==> src/rtl/dpram_lsu_ctrl.sv <==
`default_nettype none
// +--------------------------------------------------------------------------+
// | dpram_lsu_ctrl: byte/half/word load-store sequencer for a 2-port x8 RAM.  |
// | Optional alignment/size checking: DPRAM_CTRL_ERR_EN.                     |
// | Rev 1.0                                                                  |
// +--------------------------------------------------------------------------+
module dpram_lsu_ctrl #(
  parameter int ADDR_W = 10
) (
  input  logic              clk,
  input  logic              rst,
  input  logic              req_valid,
  output logic              req_ready,
  input  logic              req_we,
  input  logic [1:0]        req_size,
  input  logic              req_unsigned,
  input  logic [ADDR_W-1:0] req_addr,
  input  logic [31:0]       req_wdata,
  output logic              rsp_valid,
  output logic [31:0]       rsp_rdata,
  output logic              rsp_err,
  output logic [ADDR_W-1:0] ram_addr_a,
  output logic [ADDR_W-1:0] ram_addr_b,
  output logic [7:0]        ram_din_a,
  output logic [7:0]        ram_din_b,
  output logic              ram_we_a,
  output logic              ram_we_b,
  input  logic [7:0]        ram_dout_a,
  input  logic [7:0]        ram_dout_b
);

  typedef enum logic [1:0] {IDLE, BEAT0, BEAT1, RESP} state_t;

  state_t              state;
  logic                we_q;
  logic [1:0]          size_q;
  logic                zext_q;
  logic [ADDR_W-1:0]   addr_q;
  logic [15:0]         wdata_hi;
  logic [31:0]         rbytes;

  logic [1:0]          eff_size;
  logic [ADDR_W-1:0]   eff_addr;
  logic                bad;
  logic [31:0]         beat0_bytes;
  logic [31:0]         beat1_bytes;

  always_comb begin
    eff_size = req_size;
    eff_addr = req_addr;
    bad      = 1'b0;
`ifdef DPRAM_CTRL_ERR_EN
    bad = (req_size == 2'b11) ||
          (req_size == 2'b01 && req_addr[0]) ||
          (req_size == 2'b10 && req_addr[1:0] != 2'b00);
`else
    // Without checking, illegal size behaves as word and low bits are dropped.
    if (req_size == 2'b11) eff_size = 2'b10;
    if (eff_size == 2'b01) eff_addr[0] = 1'b0;
    else if (eff_size == 2'b10) eff_addr[1:0] = 2'b00;
`endif
  end

  // Final beat's read data is folded in directly so the response is ready on RESP entry.
  assign beat0_bytes = {rbytes[31:16], ram_dout_b, ram_dout_a};
  assign beat1_bytes = {ram_dout_b, ram_dout_a, rbytes[15:0]};

  function automatic logic [31:0] extend_load(input logic [1:0] size, input logic zext,
                                              input logic [31:0] raw);
    case (size)
      2'b00:   extend_load = zext ? {24'd0, raw[7:0]}  : {{24{raw[7]}}, raw[7:0]};
      2'b01:   extend_load = zext ? {16'd0, raw[15:0]} : {{16{raw[15]}}, raw[15:0]};
      default: extend_load = raw;
    endcase
  endfunction

  always_ff @(posedge clk or posedge rst) begin
    if (rst) begin
      state      <= IDLE;
      req_ready  <= 1'b1;
      rsp_valid  <= 1'b0;
      rsp_rdata  <= '0;
      rsp_err    <= 1'b0;
      ram_addr_a <= '0;
      ram_addr_b <= '0;
      ram_din_a  <= '0;
      ram_din_b  <= '0;
      ram_we_a   <= 1'b0;
      ram_we_b   <= 1'b0;
      we_q       <= 1'b0;
      size_q     <= 2'b00;
      zext_q     <= 1'b0;
      addr_q     <= '0;
      wdata_hi   <= '0;
      rbytes     <= '0;
    end else begin
      rsp_valid  <= 1'b0;
      ram_we_a   <= 1'b0;
      ram_we_b   <= 1'b0;
      ram_addr_a <= '0;
      ram_addr_b <= '0;
      ram_din_a  <= '0;
      ram_din_b  <= '0;
      case (state)
        IDLE: begin
          if (req_valid && req_ready) begin
            we_q      <= req_we;
            size_q    <= eff_size;
            zext_q    <= req_unsigned;
            addr_q    <= eff_addr;
            wdata_hi  <= req_wdata[31:16];
            req_ready <= 1'b0;
            if (bad) begin
              state     <= RESP;
              rsp_valid <= 1'b1;
              rsp_err   <= 1'b1;
              rsp_rdata <= '0;
            end else begin
              state      <= BEAT0;
              ram_addr_a <= eff_addr;
              ram_din_a  <= req_wdata[7:0];
              ram_we_a   <= req_we;
              if (eff_size != 2'b00) begin
                ram_addr_b <= eff_addr + ADDR_W'(1);
                ram_din_b  <= req_wdata[15:8];
                ram_we_b   <= req_we;
              end
            end
          end
        end
        BEAT0: begin
          if (!we_q) rbytes[15:0] <= {ram_dout_b, ram_dout_a};
          if (size_q == 2'b10) begin
            state      <= BEAT1;
            ram_addr_a <= addr_q + ADDR_W'(2);
            ram_addr_b <= addr_q + ADDR_W'(3);
            ram_din_a  <= wdata_hi[7:0];
            ram_din_b  <= wdata_hi[15:8];
            ram_we_a   <= we_q;
            ram_we_b   <= we_q;
          end else begin
            state     <= RESP;
            rsp_valid <= 1'b1;
            rsp_err   <= 1'b0;
            rsp_rdata <= we_q ? 32'd0 : extend_load(size_q, zext_q, beat0_bytes);
          end
        end
        BEAT1: begin
          if (!we_q) rbytes[31:16] <= {ram_dout_b, ram_dout_a};
          state     <= RESP;
          rsp_valid <= 1'b1;
          rsp_err   <= 1'b0;
          rsp_rdata <= we_q ? 32'd0 : extend_load(size_q, zext_q, beat1_bytes);
        end
        RESP: begin
          state     <= IDLE;
          req_ready <= 1'b1;
          rsp_err   <= 1'b0;
          rsp_rdata <= '0;
        end
        default: begin
          state     <= IDLE;
          req_ready <= 1'b1;
        end
      endcase
    end
  end

endmodule
`default_nettype wire

==> config.mk <==
export PLATFORM = sky130hd
export DESIGN_NAME = dpram_lsu_ctrl
export DESIGN_NICKNAME = d
export VERILOG_FILES = /design/src/rtl/dpram_lsu_ctrl.sv
export SDC_FILE = /design/constraint.sdc
export NUM_CORES = 1
export LEC_CHECK = 0
export ABC_AREA = 1
export CAP_MARGIN = 20
export CELL_PAD_IN_SITES_DETAIL_PLACEMENT = 1
export CELL_PAD_IN_SITES_GLOBAL_PLACEMENT = 1
export CORE_MARGIN = 4
export CORE_UTILIZATION = 30
export DETAILED_ROUTE_END_ITERATION = 8
export PLACE_DENSITY = 0.74
export SYNTH_ARGS = -nofsm -noshare
export SYNTH_HDL_FRONTEND = slang
export SYNTH_SLANG_ARGS = --single-unit
==> constraint.sdc <==
create_clock -name clk -period 4.8 [get_ports clk]
set_input_delay 0.96 -clock clk [delete_from_list [all_inputs] [get_ports clk]]
set_output_delay 0.96 -clock clk [all_outputs]
set_load 0.05 [all_outputs]
==> flow_summary.yaml, run 1 <==
floorplanning:
  core_um2: 20500
  ios: 138
  die_w_um: 153
  rows: 52
  die-height_um: 153
  start_util: 0.309
  dieArea_um2: 23500
yosys:
  yosysWarnings: 0
  synth_seq_cells: 136
  syn_nets: 879
  ys_seq_area_frac: 0.537
  syn-mean-instance-area_um2: 7.86
  syn-cell-area_um2: 6340
  syn_inst: 806
  ys_types: 28
power_and_ir_drop:
  irDropWorstVdd_v: 0.000236
  power_frac_comb: 0.042
  powerDensity_nw_per_um2: 298
  p_int_uw: 1980
  p_switching_uw: 559
  sw_frac_of_total: 0.220
  power_frac_seq: 0.452
  leakage_uw: 0.00421
  clockPowerShare: 0.506
route:
  wirelength_um: 19200
  drt_iter0_drc: 302
  drt_pass1_iterations: 4
  postRouteAntennaNets: 0
  drc: 0
  vias_per_cell: 4.69
  wl_per_cell_um: 15.9
  routed-via-count: 5688
critical_path:
  start_kind: "register"
  cp_num_buf_inv: 1
  path_cells: "clkdlybuf4s50_1"
  crit_slowest_cell: "clkdlybuf4s50_1"
  critPathKind: "register to primary output"
  critPathRequiredTime_ns: 3.84
  end_kind: "primary output"
  critPathArrivalTime_ns: 1.78
  reg2regPathDepth: 6
  critical_path.max_stage_delay_ns: 0.80
  cp_max_fo: 3
  path_delay_family: "buffers and inverters"
  cp.depth: 1
placement:
  port_buffers: 136
  gp_congestion: 0.827
  dp_hpwl_um: 13500
  placed_cells: 1181
cts:
  clk_path_buf_depth: 2
  cts_inserted_buffers: 17
  cts_resized: 0
  cts_tree: "built"
  cts-root-buf: "clkbuf_16"
  cts_hold_buf: 0
  clock_sinks: 136
  clk_latency_ns: 0.42
  clkSlewWorstSetupHoldPaths_ns: 0.06
  cts_max_level: 4
  post_cts_buffers: 0
global_routing:
  grt_pass1_wl_um: 31700
  grt_max_degree: 94
  antenna_found_initial: 0
  grt_pass1_vias: 6007
  grt.total_usage: 0.167
  grt-ovfl-total: 0
sta:
  min_period_over_period: 0.570
  fin_crit_ns: 2.74
  tns_ns: 0
  slew_violations: 0
  fmax_mhz: 366
  fin_skew_ns: 0.00789
  hold_violations: 0
  setup_viol: 0
  slew_headroom: 0.383
  rsz0062_at_grt: "false"
  worst_pin_slew_ns: 0.923
status:
  outcome: "finished, final reports clean"
finish:
  fin_nets: 1004
  antenna_cells: 0
  final_cell_mix: "299 x nand2_1, 136 x clkdlybuf4s50_1, 135 x dfrtp_1"
  drive_above_1_share: 0.0498
  fillCellCount: 2498
  final_common_cell: "nand2_1"
  fin_util: 0.415
  syn_to_final_growth_pct: 34.3
  fin_cells: 1213
min_path:
  min_path_cells: 2
  hold_class: "register to register"
run:
  cap_violations: 0
==> path summary, 6_finish.rpt <==
kind | start | endpoint | slack (ns)
max | req_ready | req_ready | 2.06
min reg2reg | wdata_hi[10] | wdata_hi[10] | 0.48
max in group asynchronous | rst | ram_addr_a[6] | 2.80
min | wdata_hi[10] | wdata_hi[10] | 0.48
min in group asynchronous | rst | rsp_rdata[0] | 1.09
max reg2reg | size_q[1] | ram_addr_b[5] | 2.08
==> state kept, by name (all words and copies together) (netlist names) <==
signal	flops
zext_q	1
ram_din_b	8
rsp_rdata	32
state	2
we_q	1
rsp_valid	1
req_ready	1
addr_q	10
size_q	2
rbytes	32
ram_addr_a	10
ram_we_a	1
ram_we_b	1
ram_addr_b	10
wdata_hi	16
ram_din_a	8
==> logic make-up (layout without fill, tap and decap cells) <==
group           after synthesis  in the layout  synth area share
fa+ha+maj                     8              8            0.0158
simple gates                414            414             0.259
xor+xnor                      3              3           0.00415
buf+inv                     106            243            0.0679
compound gates              138            138             0.115
other cells                   1              1          0.000592
flops                       136            136             0.537
==> stage by stage <==
step / worst slack, ns / total power [µW] / hold slack [ns] / cell area [µm²]
after global routing: 1.79 / 2630 / 0.496 / 8510
after CTS: 1.98 / 2570 / 0.479 / 8480
after global placement: 1.78 / 1280 / 0.453 / 7910
after detailed placement: 1.77 / 1280 / 0.464 / 7910
after floorplan: 0.202 / 1200 / 0.442 / 6340
final: 2.06 / 2540 / 0.476 / 8510
==> Yosys cell counts <==
cell	number	area, µm²
nor3_1	2	10.0
o22ai_1	3	18.8
a21oi_1	40	200
nand3_1	49	245
dfstp_2	1	26.3
xor2_1	2	17.5
nand2_2	1	6.26
nand2_1	299	1120
o21ai_1	1	5.00
dfrtp_1	135	3380
ha_1	8	100
inv_1	66	248
nor2_4	1	11.3
o31ai_1	1	7.51
conb_1	1	3.75
nand3_2	1	10.0
a31oi_1	1	6.26
nand4_1	1	6.26
o21ai_0	83	415
clkbuf_1	16	60.1
buf_2	17	85.1
nor2_2	2	12.5
a22o_1	7	61.3
buf_4	3	22.5
o21ai_2	2	17.5
inv_2	4	15.0
nor2_1	58	218
xnor2_1	1	8.76
==> layout make-up <==
type | instances | area [µm²] | share of cell area
clock buffer | 21 | 450 | 0.0529
clock inverter | 10 | 121 | 0.0143
inverter | 70 | 268 | 0.0315
multi-input combinational | 564 | 2500 | 0.294
sequential | 136 | 3400 | 0.400
tap | 270 | 338 | 0.0397
timing repair buffer | 142 | 1430 | 0.168
==> power by group through the flow <==
stage | clock network [µW] | logic (µW) | registers [µW]
3_5_place_dp | 0 | 109 | 1170
3_3_place_gp | 0 | 109 | 1170
5_1_grt | 1370 | 118 | 1150
6_report | 1280 | 106 | 1150
4_1_cts | 1320 | 109 | 1150
2_1_floorplan | 0 | 32.8 | 1170
==> tightest hold or removal path, delay by kind of cell, from the launching register on <==
family        cells  cell delay, ns
flops             1            0.34
simple gates      2            0.11
==> metal layers <==
metal / GRT usage / routed length (µm) / vias up
met1: 0.207 / 8420 / 2748
li1: - / - / 2795
met4: 0.0421 / 195 / 0
met3: 0.0512 / 1270 / 17
met2: 0.283 / 9370 / 128
met5: 0 / 0 / -
No activity file was read; power rests on OpenSTA's default activity.
==> run 2, diff against run 1 <==
Clock period 4.8 ns to 2.2 ns, I/O delays scaled along.
==> run 2 against run 1 <==
  * Sequential power is 120% higher
  * Combinational power is 130% higher
  * Design area is 1.3% higher
  * Flip-flop and latch count stayed put
  * Worst hold slack worse by 0.0052 ns
  * Critical path depth stayed put
  * Utilization is 0.54 points higher
  * Clock-buffer cell count is 2 lower
  * Worst setup slack worse by 1.9 ns
  * Non-clock buffer count is 14 higher
  * Critical path type unchanged
  * Largest cell class unchanged
  * Largest power group unchanged
==> flow_summary.yaml, run 2 (same netlist as run 1, synthesis figures left out) <==
finish:
  seq_area_um2: 3400
  fin_cells: 1228
  fillCellCount: 2477
  final_common_cell: "nand2_1"
  final_cell_mix: "299 x nand2_1, 135 x dfrtp_1, 135 x clkdlybuf4s50_1"
  fin_area_um2: 8620
  antenna_cells: 0
  top_regs: "rbytes x32, rsp_rdata x32, wdata_hi x16"
  multi_input_comb_area_um2: 2500
  drive_above_1_share: 0.0668
  syn_to_final_growth_pct: 36.0
  fin_nets: 1018
critical_path:
  reg2reg_from: "state[1]"
  critPathRequiredTime_ns: 1.76
  path_delay_family: "buffers and inverters"
  critPathKind: "register to primary output"
  end_kind: "primary output"
  crit_slowest_cell: "clkdlybuf4s50_1"
  cp.depth: 1
  critPathArrivalTime_ns: 1.62
  critical_path.max_stage_delay_ns: 0.87
  rr_endpoint: "ram_addr_a[4]"
  cp_max_fo: 1
  cp-startpoint: "ram_addr_b[0]"
  start_kind: "register"
  worstSetupEndpoint: "ram_addr_b[0]"
  reg2reg_slack_ns: 0.33
  cp_num_buf_inv: 1
  reg2regPathDepth: 7
  path_cells: "clkdlybuf4s50_1"
route:
  drt_pass1_iterations: 4
  wl_per_cell_um: 16.1
  wirelength_um: 19800
  vias_per_cell: 4.70
  drc: 0
  drt_iter0_drc: 234
  postRouteAntennaNets: 0
  routed-via-count: 5766
cts:
  cts-root-buf: "clkbuf_16"
  cts_tree: "built"
  clk_latency_ns: 0.42
  clock_sinks: 136
  clkSlewWorstSetupHoldPaths_ns: 0.06
  cts_resized: 0
  cts_hold_buf: 0
  post_cts_buffers: 0
  cts_max_level: 4
  cts_inserted_buffers: 17
  clk_path_buf_depth: 2
sta:
  fmax_mhz: 486
  worst_pin_slew_ns: 0.596
  holdWs_ns: 0.471
  fin_crit_ns: 2.06
  hold_violations: 0
  fin_skew_ns: 0.00973
  min_period_over_period: 0.936
  rsz0062_at_grt: "false"
  slew_headroom: 0.601
  tns_ns: 0
  setup_viol: 0
  slew_violations: 0
power_and_ir_drop:
  leakage_uw: 0.00427
  irDropWorstVdd_v: 0.000593
  powerDensity_nw_per_um2: 639
floorplanning:
  rows: 52
  start_util: 0.309
  die_w_um: 153
  die-height_um: 153
  ios: 138
  dieArea_um2: 23500
  core_um2: 20500
run:
  cap_violations: 0
global_routing:
  antenna_found_initial: 0
  grt_max_degree: 89
  grt_pass1_wl_um: 32300
  grt-ovfl-total: 0
  met3_usage: 0.0594
  top_usage_layer: "met2"
  use_met1: 0.207
  grt_pass1_vias: 6063
  met2_usage: 0.293
  grt.total_usage: 0.171
placement:
  placed_area_um2: 8060
  gp_congestion: 0.812
  placed_cells: 1196
  dp_hpwl_um: 14200
  port_buffers: 136
status:
  outcome: "finished, final reports clean"
min_path:
  hold_class: "input pin to asynchronous set/reset pin"
==> run 2: metal layers <==
metal  share of wire  vias up  routed length, µm
met5               0        -                  0
met4           0.010        0                205
met3           0.065       18               1290
met2            0.49      130               9690
met1            0.43     2797               8600
li1                -     2821                  -
==> run 2: how the worst min path moves through the flow <==
stage | from | endpoint | slack (ns)
after floorplan | wdata_hi[10] | wdata_hi[10] | 0.44
after CTS | rst | ram_din_a[7] | 0.48
after global routing | rst | ram_din_a[7] | 0.48
after detailed placement | rsp_rdata[10] | rsp_rdata[10] | 0.47
final | rst | ram_din_a[7] | 0.47
after global placement | wdata_hi[10] | wdata_hi[10] | 0.46
==> run 2: final cells by class <==
class | instances | area share
clock buffer | 19 | 0.0502
clock inverter | 13 | 0.0151
inverter | 70 | 0.0309
multi-input combinational | 564 | 0.290
sequential | 136 | 0.395
tap | 270 | 0.0392
timing repair buffer | 156 | 0.179
==> run 2: where the power goes <==
part	switching (µW)	internal [µW]	total [µW]
combinational	123	122	245
sequential	0	2500	2500
clock	1100	1660	2760
total	1230	4280	5510
==> run 2: metrics by stage <==
stage          power, µW   util  setup WS (ns)
6_report            5510  0.421          0.142
5_1_grt             5750  0.421         0.0731
4_1_cts             5590  0.421          0.116
3_5_place_dp        2800  0.393        -0.0147
3_3_place_gp        2790  0.393          0.126
2_1_floorplan       2620      -         0.0677
